### src/rtl/seg_display_scanner.sv
// seg_display_scanner
//   Time-multiplexed 7-segment readout for the stopwatch. A tear-free snapshot of the
//   BCD digit registers is taken once per frame. The digits are then scanned one at a
//   time onto shared, active-low segment lines. The block also handles leading-zero
//   blanking, a fixed decimal point, a dash for non-BCD codes and a lap-freeze hold.
//
// Ports
//   clk          system clock, rising edge
//   reset        asynchronous reset, active low
//   digits_in    BCD digits, digit i at [4i+3:4i], digit 0 least significant
//   hold         1 = keep the current snapshot at frame wrap
//   an           digit enables, active low, one-hot-low while lit
//   seg          segments a..g in bits 0..6, active low
//   dp           decimal point, active low
//   frame_start  one-cycle pulse after the edge that captures the snapshot
module seg_display_scanner #(
    parameter int unsigned NUM_DIGITS = 4,
    parameter int unsigned SCAN_DIV   = 100000,
    parameter int unsigned DP_POS     = 2
) (
    input  logic                    clk,
    input  logic                    reset,
    input  logic [4*NUM_DIGITS-1:0] digits_in,
    input  logic                    hold,
    output logic [NUM_DIGITS-1:0]   an,
    output logic [6:0]              seg,
    output logic                    dp,
    output logic                    frame_start
);

    localparam int unsigned PW = (SCAN_DIV > 1) ? $clog2(SCAN_DIV) : 1;
    localparam int unsigned IW = $clog2(NUM_DIGITS);

    localparam logic [PW-1:0] PRESC_MAX = PW'(SCAN_DIV - 1);
    localparam logic [IW-1:0] IDX_MAX   = IW'(NUM_DIGITS - 1);
    localparam logic [IW-1:0] DP_IDX    = IW'(DP_POS);

    logic [PW-1:0]           presc_q, presc_d;
    logic [IW-1:0]           idx_q, idx_d;
    logic [4*NUM_DIGITS-1:0] snap_q, snap_d;
    logic [NUM_DIGITS-1:0]   an_q, an_d;
    logic [6:0]              seg_q, seg_d;
    logic                    dp_q, dp_d;
    logic                    fs_q, fs_d;

    logic                    tick;
    logic                    wrap;
    logic [3:0]              cur_digit;
    logic [NUM_DIGITS-1:0]   upper_zero;
    logic [NUM_DIGITS-1:0]   blank_mask;
    logic                    blank_cur;

    // Segment pattern for one digit, seg[6:0] = g..a, active low; non-BCD shows a dash.
    function automatic logic [6:0] seg_decode(input logic [3:0] d);
        logic [6:0] s;
        unique case (d)
            4'd0:    s = 7'b1000000;
            4'd1:    s = 7'b1111001;
            4'd2:    s = 7'b0100100;
            4'd3:    s = 7'b0110000;
            4'd4:    s = 7'b0011001;
            4'd5:    s = 7'b0010010;
            4'd6:    s = 7'b0000010;
            4'd7:    s = 7'b1111000;
            4'd8:    s = 7'b0000000;
            4'd9:    s = 7'b0010000;
            default: s = 7'b0111111;
        endcase
        return s;
    endfunction

    assign tick = (presc_q == PRESC_MAX);
    assign wrap = tick && (idx_q == IDX_MAX);

    // Scan timing and snapshot capture.
    always_comb begin
        presc_d = tick ? '0 : presc_q + PW'(1);
        idx_d   = idx_q;
        if (tick) begin
            idx_d = (idx_q == IDX_MAX) ? '0 : idx_q + IW'(1);
        end
        snap_d = snap_q;
        if (wrap && !hold) begin
            snap_d = digits_in;
        end
    end

    // upper_zero[i]: snapshot digits i..NUM_DIGITS-1 are all zero (non-BCD counts as nonzero).
    always_comb begin
        logic acc;
        acc        = 1'b1;
        upper_zero = '0;
        for (int i = NUM_DIGITS - 1; i >= 0; i--) begin
            acc           = acc & (snap_q[4*i +: 4] == 4'd0);
            upper_zero[i] = acc;
        end
    end

    // Digits at or below the decimal point always show, so 0.00 stays readable.
    always_comb begin
        blank_mask = '0;
        for (int i = 0; i < NUM_DIGITS; i++) begin
            blank_mask[i] = (i > int'(DP_POS)) && upper_zero[i];
        end
    end

    // Select the digit under scan.
    always_comb begin
        cur_digit = 4'd0;
        blank_cur = 1'b0;
        for (int i = 0; i < NUM_DIGITS; i++) begin
            if (idx_q == IW'(i)) begin
                cur_digit = snap_q[4*i +: 4];
                blank_cur = blank_mask[i];
            end
        end
    end

    // Registered outputs, one cycle behind idx/snapshot.
    always_comb begin
        an_d = '1;
        for (int i = 0; i < NUM_DIGITS; i++) begin
            an_d[i] = (idx_q != IW'(i));
        end
        seg_d = blank_cur ? 7'h7F : seg_decode(cur_digit);
        dp_d  = (idx_q != DP_IDX);
        fs_d  = wrap;
    end

    always_ff @(posedge clk or negedge reset) begin
        if (!reset) begin
            presc_q <= '0;
            idx_q   <= '0;
            snap_q  <= '0;
            an_q    <= '1;
            seg_q   <= 7'h7F;
            dp_q    <= 1'b1;
            fs_q    <= 1'b0;
        end else begin
            presc_q <= presc_d;
            idx_q   <= idx_d;
            snap_q  <= snap_d;
            an_q    <= an_d;
            seg_q   <= seg_d;
            dp_q    <= dp_d;
            fs_q    <= fs_d;
        end
    end

    assign an          = an_q;
    assign seg         = seg_q;
    assign dp          = dp_q;
    assign frame_start = fs_q;

endmodule
### config.mk
export PLATFORM = sky130hd
export DESIGN_NAME = seg_display_scanner
export DESIGN_NICKNAME = d
export VERILOG_FILES = /design/src/rtl/seg_display_scanner.sv
export SDC_FILE = /design/constraint.sdc
export NUM_CORES = 1
export LEC_CHECK = 0
export BUFFER_PORTS_ARGS = -buffer_cell sky130_fd_sc_hd__buf_2
export CAP_MARGIN = 10
export CORE_MARGIN = 4
export CORE_UTILIZATION = 60
export CTS_BUF_LIST = sky130_fd_sc_hd__clkbuf_8
export DETAILED_ROUTE_END_ITERATION = 12
export HOLD_SLACK_MARGIN = 0.06
export PLACE_DENSITY = 0.81
export SLEW_MARGIN = 20
export SYNTH_ARGS = -nofsm -noshare
export SYNTH_HDL_FRONTEND = slang
export SYNTH_SLANG_ARGS = --single-unit
export TNS_END_PERCENT = 30
### constraint.sdc
create_clock -name clk -period 4.5 [get_ports clk]
set_input_delay 0 -clock clk [delete_from_list [all_inputs] [get_ports clk]]
set_output_delay 0 -clock clk [all_outputs]
set_load 0.01 [all_outputs]
* After elaboration in Yosys (flattened, before gate mapping) *
Memory sizes are Yosys's and may differ from the RTL's.
Index checks and enable logic that the tools add are counted.

operators by class
  reductions and logical operators = 6
  bitwise operators = 0
  add/sub/neg operators = 2
  shift-type cells = 0
  div/mod/pow operators = 0
  $mul = 0
  magnitude comparators = 0
  multiplexer cells = 8
  eq/ne operators = 7

operator list
  cell                                                                      count
  17-bit by 1-bit adder with 17-bit output (second input constant)          1
  17-bit equality test (second input constant)                              1
  17-bit 2-to-1 mux                                                         1
  4-bit 2-to-1 mux                                                          4
  7-bit 2-to-1 mux                                                          1
  2-bit equality test (second input constant)                               2
  4-bit zero test                                                           1
  2-bit inequality test (second input constant)                             2
  2-bit by 1-bit adder with 2-bit output (second input constant)            1
  2-bit by 1-bit equality test with 1-bit output (second input constant)    1
  1-bit logical AND                                                         2
  2-bit zero test                                                           1
  2-bit 2-to-1 mux                                                          1
  2-bit by 1-bit inequality test with 1-bit output (second input constant)  1
  2-bit nonzero test                                                        1
  1-bit zero test                                                           1
  1-bit 2-to-1 mux                                                          1

word-level totals
  bits of input ports = 19
  register bits after elaboration = 48
  bits in read-only memories = 112
  bits in latches = 0
  memories kept = 1
  RAM bits = 0
  logic and storage cells = 31

memories
  memory            words  width  read ports  clocked after memory_dff  write ports  RTL line  RTL
  (name not given)  16     7      1           0                         0            56        unique case (d)

* Longest topological paths before layout *
Gate-level depths: netlist (run 1).
An unclocked memory read counts as a cell.

  word-level depth = 7
  mapped depth = 10
  gate-level depth less buffers = 10

* Worst setup path after synthesis (run 1) *
Ideal clock, no wire load.

  path kind = flip-flop to flip-flop
  start = register presc_q[12]
  end = register snap_q[10]
  setup time = 125 ps
  cell stages (with the launch flop) = 6
  setup slack = 2382 ps
  arrival = 1993 ps
  required time = 4375 ps
  path through = dfrtp_1 or4b_4 nor3_2 nor4b_4 buf_6 mux2_4

on the way
  word-level cells in the longest chain between the ends = 3

RTL lines
  item                    RTL line  RTL
  from (decl)             38        logic [PW-1:0] presc_q, presc_d;
  from (signal assigned)  140       presc_q <= presc_d;
  17-bit equality test    72        assign tick = (presc_q == PRESC_MAX);
  1-bit logical AND       73        assign wrap = tick && (idx_q == IDX_MAX);
  1-bit logical AND       83        if (wrap && !hold) begin
  to (signal assigned)    142       snap_q <= snap_d;
  to (decl)               40        logic [4*NUM_DIGITS-1:0] snap_q, snap_d;

Every way passes these cells.
A chain may end at the register's enable or synchronous reset.

* Worst setup path after layout (run 1) *
  start = register presc_q[12]
  end = register snap_q[0]

Same word-level chain as after synthesis.

==> flow_summary.html, run 1 <==
<table>
<tr><th>Metric</th><th>Value</th></tr>
<tr><th colspan="2">Run status</th></tr>
<tr><td>Result of the run</td><td>completed</td></tr>
<tr><th colspan="2">Route</th></tr>
<tr><td>Ratio of routed vias to standard cells</td><td>5.63</td></tr>
<tr><td>Iter 0 DRT Violations</td><td>85</td></tr>
<tr><td>Vias after detailed routing</td><td>between 1500 and 2000</td></tr>
<tr><td>DR WL/cell</td><td>16.4 um</td></tr>
<tr><td>DR DRC count</td><td>0</td></tr>
<tr><td>Count of nets left with antenna violations after detail routing</td><td>0</td></tr>
<tr><td>DR pass1 iterations</td><td>4</td></tr>
<tr><td>Wire length reported by the detailed router</td><td>~4600 um</td></tr>
<tr><th colspan="2">Critical path</th></tr>
<tr><td>Critical Path Fanout Max</td><td>11</td></tr>
<tr><td>Critical path data arrival time</td><td>~2700 ps</td></tr>
<tr><td>Start-to-end type of the worst setup path</td><td>flop to flop</td></tr>
<tr><td>Endpoint type of the worst setup path</td><td>flop</td></tr>
<tr><td>Startpoint of the worst-slack reg-to-reg timing path</td><td>presc_q[12]</td></tr>
<tr><td>Required time at the endpoint of the critical path</td><td>4690 ps</td></tr>
<tr><td>Critical path launch point</td><td>presc_q[12]</td></tr>
<tr><td>CP Launch Type</td><td>flop</td></tr>
<tr><th colspan="2">CTS</th></tr>
<tr><td>Total of hold buffers inserted after clock tree synthesis</td><td>17</td></tr>
<tr><td>Root Driver</td><td>sky130_fd_sc_hd__clkbuf_8</td></tr>
<tr><td>CTS tree</td><td>built</td></tr>
<tr><td>Worst skew pair latency</td><td>~300 ps</td></tr>
<tr><td>Post-cts sizing count</td><td>0</td></tr>
<tr><td>Clk buf depth</td><td>2</td></tr>
<tr><td>Clk sink count</td><td>47</td></tr>
<tr><td>Total CTS buffers</td><td>5</td></tr>
<tr><td>Clock input transition at the sequential cells of the worst setup and hold paths</td><td>90 ps</td></tr>
<tr><td>H-Tree Level Count</td><td>2</td></tr>
<tr><td>Post-CTS Setup Repair Bufs</td><td>0</td></tr>
<tr><th colspan="2">Floorplanning</th></tr>
<tr><td>Die Area</td><td>4690 um2</td></tr>
<tr><td>Starting Density</td><td>63.8%</td></tr>
<tr><td>Horizontal die dimension</td><td>68.5 um</td></tr>
<tr><td>Vertical die dimension</td><td>slightly below 70 um</td></tr>
<tr><td>Number of rows in the core area</td><td>21</td></tr>
<tr><td>Core area</td><td>3440 um2</td></tr>
<tr><td>Number of ports placed on the die boundary</td><td>32</td></tr>
<tr><th colspan="2">Global route</th></tr>
<tr><td>Initial antenna violation count</td><td>0</td></tr>
<tr><td>Total global routing overflow</td><td>0</td></tr>
<tr><td>Largest net degree at the start of global routing</td><td>48</td></tr>
<tr><td>Met3 routing resource usage after global routing</td><td>5.51%</td></tr>
<tr><td>Routing usage on met1</td><td>28.2%</td></tr>
<tr><td>M2 GR Usage</td><td>38.7%</td></tr>
<tr><td>Total GRT Usage</td><td>23.5%</td></tr>
<tr><td>Via count of the first global-routing pass</td><td>1649</td></tr>
<tr><td>Layer with the highest usage after global routing</td><td>met2</td></tr>
<tr><td>First-pass GRT wire length</td><td>7870 um</td></tr>
<tr><th colspan="2">Yosys</th></tr>
<tr><td>Dominant synthesized flop cell</td><td>sky130_fd_sc_hd__dfrtp_1</td></tr>
<tr><td>Library cells used by synthesis</td><td>between 40 and 50</td></tr>
<tr><td>Syn_nets</td><td>208</td></tr>
<tr><td>Number of storage elements in the synthesis netlist</td><td>47</td></tr>
<tr><td>EDFF count, synth</td><td>0</td></tr>
<tr><td>Yosys warning count</td><td>0</td></tr>
<tr><td>Sequential-to-total area share from yosys stat</td><td>54.2%</td></tr>
<tr><td>Post-synthesis cell count</td><td>183</td></tr>
<tr><td>Async set-reset flop share out of synthesis</td><td>100%</td></tr>
<tr><td>Netlist area before placement</td><td>roughly 2200 um2</td></tr>
<tr><td>Synth Area per Inst</td><td>around 12 um2</td></tr>
<tr><th colspan="2">STA</th></tr>
<tr><td>Maximum clock frequency</td><td>400 MHz</td></tr>
<tr><td>Final total negative setup slack</td><td>0 ps</td></tr>
<tr><td>Hold violation count in the final report</td><td>0</td></tr>
<tr><td>Number of pins exceeding their max-slew limit in the final report</td><td>0</td></tr>
<tr><td>Shortest period the worst path allows</td><td>roughly 2500 ps</td></tr>
<tr><td>Final worst-path cycle share</td><td>55.6%</td></tr>
<tr><td>Setup Viol. Count Final</td><td>0</td></tr>
<tr><td>Final worst setup slack</td><td>2000 ps</td></tr>
<tr><td>Measured slew at the worst slew-check pin</td><td>792 ps</td></tr>
<tr><td>RSZ-0062 raised after global routing</td><td>false</td></tr>
<tr><td>Relative slew margins</td><td>47.0%</td></tr>
<tr><td>Setup skew after layout</td><td>6.96 ps</td></tr>
<tr><th colspan="2">Finish</th></tr>
<tr><td>Net count, final</td><td>260</td></tr>
<tr><td>Final standard cell count with taps included and fillers excluded</td><td>282</td></tr>
<tr><td>Signed area change from the synthesized netlist to the final layout</td><td>21.6%</td></tr>
<tr><td>Commonest non-fill, non-tap cell in the layout</td><td>sky130_fd_sc_hd__dfrtp_1</td></tr>
<tr><td>Commonest cells after routing, fill and taps aside</td><td>sky130_fd_sc_hd__dfrtp_1 (36), sky130_fd_sc_hd__buf_2 (30), sky130_fd_sc_hd__nor2_1 (18)</td></tr>
<tr><td>Count of inserted antenna diode cells</td><td>0</td></tr>
<tr><td>Ratio of cells with drive above 1 in the final layout</td><td>30.9%</td></tr>
<tr><th colspan="2">Placement</th></tr>
<tr><td>Placed instance count</td><td>approximately 260</td></tr>
<tr><td>Routability Congestion</td><td>0.839</td></tr>
<tr><td>Port Buf Inserts</td><td>31</td></tr>
<tr><td>Post-DP HPWL</td><td>2970 um</td></tr>
<tr><td>Worst setup slack after placement</td><td>1830 ps</td></tr>
<tr><th colspan="2">Power</th></tr>
<tr><td>Max rail drop VDD</td><td>between 200 and 300 uV</td></tr>
<tr><td>Leakage</td><td>1.28 nW</td></tr>
<tr><td>Pwr Density</td><td>272 nW/um2</td></tr>
<tr><th colspan="2">Min path</th></tr>
<tr><td>Hold crit path type</td><td>input port to flop</td></tr>
<tr><td>HP Start</td><td>hold</td></tr>
<tr><th colspan="2">Run</th></tr>
<tr><td>Max-cap violations</td><td>0</td></tr>
</table>
## cell families (layout without fill, tap and decap cells)
group / count (synthesis) / after routing / share of synthesized area [%]
and+or+nand+nor: 59 / 59 / 15.3
DFF: 47 / 47 / 54.2
AOI/OAI and AO/OA: 25 / 25 / 8.09
muxes: 16 / 16 / 9.91
xor gates and xnor gates: 15 / 15 / 5.98
buffers and inverters: 15 / 68 / 3.13
adders and majority gates: 6 / 6 / 3.42
## layer usage
metal	vias up	wire (um)
li1	752	-
met2	58	2270
met5	-	0
met1	761	1910
met3	17	260
met4	0	173
## report_power, final
group	internal [W]	switching (W)
registers	0.000422	0
logic	0.0000156	0.0000125
clock network	0.000138	0.000139
## cell type report
type	instances	area (um2)
Tap cell	46	57.6
Fill cell	215	771
Timing Repair Buffer	49	335
Clock inverter	1	3.75
Clock buffer	7	96.3
Inverter	11	41.3
Multi-Input combinational cell	121	947
Sequential cell	47	1190
## Yosys cell counts, types with 2 or more instances
cell                        n  area share (%)
sky130_fd_sc_hd__o211ai_1   2            0.68
sky130_fd_sc_hd__nor2_1    18             3.1
sky130_fd_sc_hd__mux2_2     6             3.1
sky130_fd_sc_hd__o221ai_1   2            0.80
sky130_fd_sc_hd__nand3_1    8             1.8
sky130_fd_sc_hd__a211o_1    2            0.80
sky130_fd_sc_hd__dfstp_2   11              13
sky130_fd_sc_hd__o22ai_1    2            0.57
sky130_fd_sc_hd__o21ai_0    5             1.1
sky130_fd_sc_hd__nand2_1   10             1.7
sky130_fd_sc_hd__a21o_1     2            0.68
sky130_fd_sc_hd__nand4_1    6             1.7
sky130_fd_sc_hd__xnor2_1    9             3.6
sky130_fd_sc_hd__inv_1     11             1.9
sky130_fd_sc_hd__xor2_1     6             2.4
sky130_fd_sc_hd__dfrtp_1   36              41
sky130_fd_sc_hd__mux2_4    10             6.8
sky130_fd_sc_hd__nor3_1     2            0.46
sky130_fd_sc_hd__ha_1       6             3.4
sky130_fd_sc_hd__a31oi_1    2            0.57
sky130_fd_sc_hd__nand2b_1   2            0.57
## state kept, by name, indices dropped and copies added (netlist names)
name,count
presc_q,17
seg,7
frame_start,1
an,4
snap_q,16
idx_q,2
## metrics by stage
step / hold slack (ps) / utilization (%) / total power, W / cell area, um2
finish: 110 / 77.6 / 0.000728 / 2670
detailed placement: 212 / 69.2 / 0.000447 / 2380
global placement: 194 / 69.2 / 0.000446 / 2380
global route: 102 / 77.6 / 0.000751 / 2670
CTS: 187 / 77.1 / 0.000727 / 2650
floorplan: -296 / - / 0.000431 / 2200
## critical path, stage by stage, from the launching register on
cell	delay, ps
sky130_fd_sc_hd__dfrtp_1	410
sky130_fd_sc_hd__or4b_4	580
sky130_fd_sc_hd__nor3_2	190
sky130_fd_sc_hd__nor4b_4	530
sky130_fd_sc_hd__buf_4	320
sky130_fd_sc_hd__mux2_2	360
## worst paths after layout
path	cells past startpoint	slack, ps	to
hold / removal	3	110	snap_q[8]
max in group asynchronous	2	3880	an[3]
min in group asynchronous	2	220	snap_q[12]
setup / recovery	5	2000	snap_q[0]
hold reg to reg	1	500	presc_q[0]
setup reg to reg	5	2000	snap_q[0]
(Power assumes the default switching activity.)
==> inputs of run 2 (changes only) <==
--- a/config.mk
+++ b/config.mk
@@ -5,14 +5,15 @@
 export SDC_FILE = /design/constraint.sdc
 export NUM_CORES = 1
 export LEC_CHECK = 0
+export ABC_AREA = 1
 export BUFFER_PORTS_ARGS = -buffer_cell sky130_fd_sc_hd__buf_2
 export CAP_MARGIN = 10
 export CORE_MARGIN = 4
-export CORE_UTILIZATION = 60
+export CORE_UTILIZATION = 59
 export CTS_BUF_LIST = sky130_fd_sc_hd__clkbuf_8
 export DETAILED_ROUTE_END_ITERATION = 12
 export HOLD_SLACK_MARGIN = 0.06
-export PLACE_DENSITY = 0.81
+export PLACE_DENSITY = 0.8
 export SLEW_MARGIN = 20
 export SYNTH_ARGS = -nofsm -noshare
 export SYNTH_HDL_FRONTEND = slang
==> constraint.sdc (replaced) <==
create_clock -name clk -period 2.4 [get_ports clk]
set_input_delay 0 -clock clk [delete_from_list [all_inputs] [get_ports clk]]
set_output_delay 0 -clock clk [all_outputs]
set_load 0.01 [all_outputs]
==> flow_summary.html, run 2 <==
<table>
<tr><th>Metric</th><th>Value</th></tr>
<tr><th colspan="2">Run status</th></tr>
<tr><td>Result of the run</td><td>completed</td></tr>
<tr><th colspan="2">Yosys</th></tr>
<tr><td>Post-synthesis cell count</td><td>283</td></tr>
<tr><td>Top post-synthesis cells by count</td><td>sky130_fd_sc_hd__nand2_1 (75), sky130_fd_sc_hd__inv_1 (47), sky130_fd_sc_hd__dfrtp_1 (36)</td></tr>
<tr><td>EDFF count, synth</td><td>0</td></tr>
<tr><td>Yosys warning count</td><td>0</td></tr>
<tr><td>Library cells used by synthesis</td><td>24</td></tr>
<tr><td>Async set-reset flop share out of synthesis</td><td>100%</td></tr>
<tr><td>Top cell type's share of synthesized area</td><td>38.5%</td></tr>
<tr><td>Cells taking the most area after synthesis</td><td>sky130_fd_sc_hd__dfrtp_1 (39%), sky130_fd_sc_hd__dfstp_2 (12%), sky130_fd_sc_hd__nand2_1 (12%)</td></tr>
<tr><td>Cell type contributing the most total cell area after synthesis</td><td>sky130_fd_sc_hd__dfrtp_1</td></tr>
<tr><td>Dominant synthesized flop cell</td><td>sky130_fd_sc_hd__dfrtp_1</td></tr>
<tr><td>Top-count cell post-synth</td><td>sky130_fd_sc_hd__nand2_1</td></tr>
<tr><td>Netlist area before placement</td><td>between 2000 and 2500 um2</td></tr>
<tr><td>Synth Area per Inst</td><td>8.26 um2</td></tr>
<tr><td>Sequential-to-total area share from yosys stat</td><td>between 50% and 60%</td></tr>
<tr><td>Syn_nets</td><td>308</td></tr>
<tr><td>Number of storage elements in the synthesis netlist</td><td>47</td></tr>
<tr><th colspan="2">Route</th></tr>
<tr><td>Detail Route met3 WL</td><td>around 160 um</td></tr>
<tr><td>Wire length the detailed router placed on met1</td><td>around 2000 um</td></tr>
<tr><td>Top sig layer</td><td>met4</td></tr>
<tr><td>Iter 0 DRT Violations</td><td>around 170</td></tr>
<tr><td>Ratio of routed vias to standard cells</td><td>4.95</td></tr>
<tr><td>Met2 routed wirelength</td><td>2340 um</td></tr>
<tr><td>Vias after detailed routing</td><td>1890</td></tr>
<tr><td>DR DRC count</td><td>0</td></tr>
<tr><td>DR WL/cell</td><td>11.9 um</td></tr>
<tr><td>Wire length reported by the detailed router</td><td>roughly 4600 um</td></tr>
<tr><td>Count of nets left with antenna violations after detail routing</td><td>0</td></tr>
<tr><td>DR pass1 iterations</td><td>5</td></tr>
<tr><th colspan="2">STA</th></tr>
<tr><td>Maximum clock frequency</td><td>516 MHz</td></tr>
<tr><td>Setup skew after layout</td><td>7.43 ps</td></tr>
<tr><td>Final total negative setup slack</td><td>0 ps</td></tr>
<tr><td>Setup Viol. Count Final</td><td>0</td></tr>
<tr><td>Final worst-path cycle share</td><td>80.7%</td></tr>
<tr><td>Measured slew at the worst slew-check pin</td><td>568 ps</td></tr>
<tr><td>RSZ-0062 raised after global routing</td><td>false</td></tr>
<tr><td>Hold violation count in the final report</td><td>0</td></tr>
<tr><td>Shortest period the worst path allows</td><td>1940 ps</td></tr>
<tr><td>Final worst setup slack</td><td>463 ps</td></tr>
<tr><td>Number of pins exceeding their max-slew limit in the final report</td><td>0</td></tr>
<tr><td>Relative slew margins</td><td>62.1%</td></tr>
<tr><th colspan="2">Finish</th></tr>
<tr><td>Area used by multi-input combinational logic</td><td>916 um2</td></tr>
<tr><td>Number of flip-flops in the largest register</td><td>17</td></tr>
<tr><td>Number of inserted filler cells in the final layout</td><td>~280</td></tr>
<tr><td>Ratio of cells with drive above 1 in the final layout</td><td>a little under a fifth</td></tr>
<tr><td>Largest Register</td><td>presc_q</td></tr>
<tr><td>Area occupied by registers</td><td>1190 um2</td></tr>
<tr><td>Net count, final</td><td>358</td></tr>
<tr><td>Signed area change from the synthesized netlist to the final layout</td><td>19.9%</td></tr>
<tr><td>Commonest cells after routing, fill and taps aside</td><td>sky130_fd_sc_hd__nand2_1 (75), sky130_fd_sc_hd__inv_1 (47), sky130_fd_sc_hd__dfrtp_1 (36)</td></tr>
<tr><td>Commonest non-fill, non-tap cell in the layout</td><td>sky130_fd_sc_hd__nand2_1</td></tr>
<tr><td>Count of inserted antenna diode cells</td><td>0</td></tr>
<tr><th colspan="2">Power</th></tr>
<tr><td>Max rail drop VDD</td><td>about 460 uV</td></tr>
<tr><td>Pwr Density</td><td>557 nW/um2</td></tr>
<tr><td>Leakage</td><td>1.41 nW</td></tr>
<tr><th colspan="2">Critical path</th></tr>
<tr><td>Endpoint type of the worst setup path</td><td>flop</td></tr>
<tr><td>Required time at the endpoint of the critical path</td><td>2640 ps</td></tr>
<tr><td>Start-to-end type of the worst setup path</td><td>flop to flop</td></tr>
<tr><td>Cell depth of the worst flop-to-flop path</td><td>13</td></tr>
<tr><td>CP Launch Type</td><td>flop</td></tr>
<tr><td>Critical path data arrival time</td><td>2180 ps</td></tr>
<tr><td>Startpoint of the worst-slack reg-to-reg timing path</td><td>idx_q[0]</td></tr>
<tr><td>Reg2reg setup slack</td><td>approximately 460 ps</td></tr>
<tr><td>RR Endpoint</td><td>seg[3]</td></tr>
<tr><td>Endpoint of the worst setup timing path</td><td>seg[3]</td></tr>
<tr><td>Critical Path Fanout Max</td><td>8</td></tr>
<tr><td>Critical path launch point</td><td>idx_q[0]</td></tr>
<tr><th colspan="2">CTS</th></tr>
<tr><td>Clock input transition at the sequential cells of the worst setup and hold paths</td><td>90 ps</td></tr>
<tr><td>Post-cts sizing count</td><td>0</td></tr>
<tr><td>Post-CTS Setup Repair Bufs</td><td>0</td></tr>
<tr><td>H-Tree Level Count</td><td>2</td></tr>
<tr><td>CTS tree</td><td>built</td></tr>
<tr><td>Worst skew pair latency</td><td>300 ps</td></tr>
<tr><td>Total of hold buffers inserted after clock tree synthesis</td><td>17</td></tr>
<tr><td>Root Driver</td><td>sky130_fd_sc_hd__clkbuf_8</td></tr>
<tr><td>Clk sink count</td><td>47</td></tr>
<tr><td>Clk buf depth</td><td>2</td></tr>
<tr><td>Total CTS buffers</td><td>5</td></tr>
<tr><th colspan="2">Floorplanning</th></tr>
<tr><td>Die Area</td><td>roughly 5000 um2</td></tr>
<tr><td>Vertical die dimension</td><td>70.9 um</td></tr>
<tr><td>Number of rows in the core area</td><td>22</td></tr>
<tr><td>Number of ports placed on the die boundary</td><td>32</td></tr>
<tr><td>Starting Density</td><td>a little over three fifths</td></tr>
<tr><td>Horizontal die dimension</td><td>just over 70 um</td></tr>
<tr><td>Core area</td><td>between 3000 and 4000 um2</td></tr>
<tr><th colspan="2">Placement</th></tr>
<tr><td>Routability Congestion</td><td>approximately 0.87</td></tr>
<tr><td>Port Buf Inserts</td><td>31</td></tr>
<tr><td>Worst setup slack after placement</td><td>481 ps</td></tr>
<tr><td>Post-DP HPWL</td><td>~3200 um</td></tr>
<tr><th colspan="2">Run</th></tr>
<tr><td>Max-cap violations</td><td>0</td></tr>
<tr><th colspan="2">Global route</th></tr>
<tr><td>Total global routing overflow</td><td>0</td></tr>
<tr><td>Total GRT Usage</td><td>about a fifth</td></tr>
<tr><td>Largest net degree at the start of global routing</td><td>48</td></tr>
<tr><td>Via count of the first global-routing pass</td><td>1888</td></tr>
<tr><td>Initial antenna violation count</td><td>0</td></tr>
<tr><td>First-pass GRT wire length</td><td>8180 um</td></tr>
<tr><th colspan="2">Min path</th></tr>
<tr><td>Hold crit path type</td><td>input port to async pin</td></tr>
</table>
run 2: changes by cell type after synthesis, moves of 3 or more:
cell                      before  now
sky130_fd_sc_hd__xnor2_1       9    0
sky130_fd_sc_hd__o21ai_2       0    4
sky130_fd_sc_hd__mux2_4       10    0
sky130_fd_sc_hd__nand2_1      10   75
sky130_fd_sc_hd__o21ai_0       5   17
sky130_fd_sc_hd__nor3_1        2    5
sky130_fd_sc_hd__a21oi_1       1   10
sky130_fd_sc_hd__mux2_2        6    0
sky130_fd_sc_hd__nor2_2        0    3
sky130_fd_sc_hd__nor2_1       18   21
sky130_fd_sc_hd__xor2_1        6   10
sky130_fd_sc_hd__inv_1        11   47
sky130_fd_sc_hd__nand3_1       8   15
run 2: through the flow:
step / instance area [um2] / instances / total power (W) / util [%] / hold WS (ps)
5_1_grt: 2800 / 382 / 0.00165 / 74.9 / 242
2_1_floorplan: 2340 / 283 / 0.000907 / - / -296
4_1_cts: 2800 / 382 / 0.00158 / 74.8 / 219
6_report: 2800 / 382 / 0.00156 / 74.9 / 231
3_5_place_dp: 2510 / 357 / 0.000961 / 67.1 / 210
3_3_place_gp: 2510 / 357 / 0.000958 / 67.1 / 205
run 2: layer usage:
| layer | GRT usage (%) | vias up |
|---|---|---|
| met1 | 25.7 | 868 |
| met5 | 0 | - |
| li1 | - | 976 |
| met2 | 34.6 | 40 |
| met4 | 7.52 | 0 |
| met3 | 5.26 | 6 |
run 2: worst min-delay path by stage:
stage                              from     endpoint  slack, ps
after floorplan                   reset  frame_start       -300
after CTS                          hold   snap_q[11]        220
after global placement     digits_in[7]    snap_q[7]        200
after global routing               hold   snap_q[14]        240
after detailed placement  digits_in[11]   snap_q[11]        210
final                             reset  presc_q[12]        230
run 2: worst max-delay path: stages, from the launching register on:
cell,delay (ps)
sky130_fd_sc_hd__dfrtp_1,420
sky130_fd_sc_hd__inv_1,100
sky130_fd_sc_hd__ha_1,280
sky130_fd_sc_hd__inv_1,120
sky130_fd_sc_hd__nand3_1,100
sky130_fd_sc_hd__nand2_1,50
sky130_fd_sc_hd__nand2_1,140
sky130_fd_sc_hd__inv_1,80
sky130_fd_sc_hd__ha_1,310
sky130_fd_sc_hd__inv_1,60
sky130_fd_sc_hd__nand2_1,40
sky130_fd_sc_hd__nand2_1,60
sky130_fd_sc_hd__nand2_1,50
sky130_fd_sc_hd__nand2_1,60
run 2: power by group:
group / internal, W / switching (W)
Combinational: 0.0000584 / 0.0000700
Clock: 0.000337 / 0.000256
Sequential: 0.000827 / 0.0000134
run 2: logic make-up after synthesis:
family	Yosys count	share of synthesized area [%]
buffers and inverters	55	9.90
adder cells (fa/ha/maj)	6	3.21
flip-flops	47	50.9
XOR/XNOR	10	3.75
AO/OA/AOI/OAI	34	8.08
AND/OR/NAND/NOR	131	24.1
run 2: area by class of cell:
cell class	count	area share, %
flip-flops and latches	47	42.5
multi-input cells	181	32.7
repair buffers	49	12.0
inverters	49	6.56
clock buffers	6	2.95
well taps	48	2.14
clock inverters	2	1.25
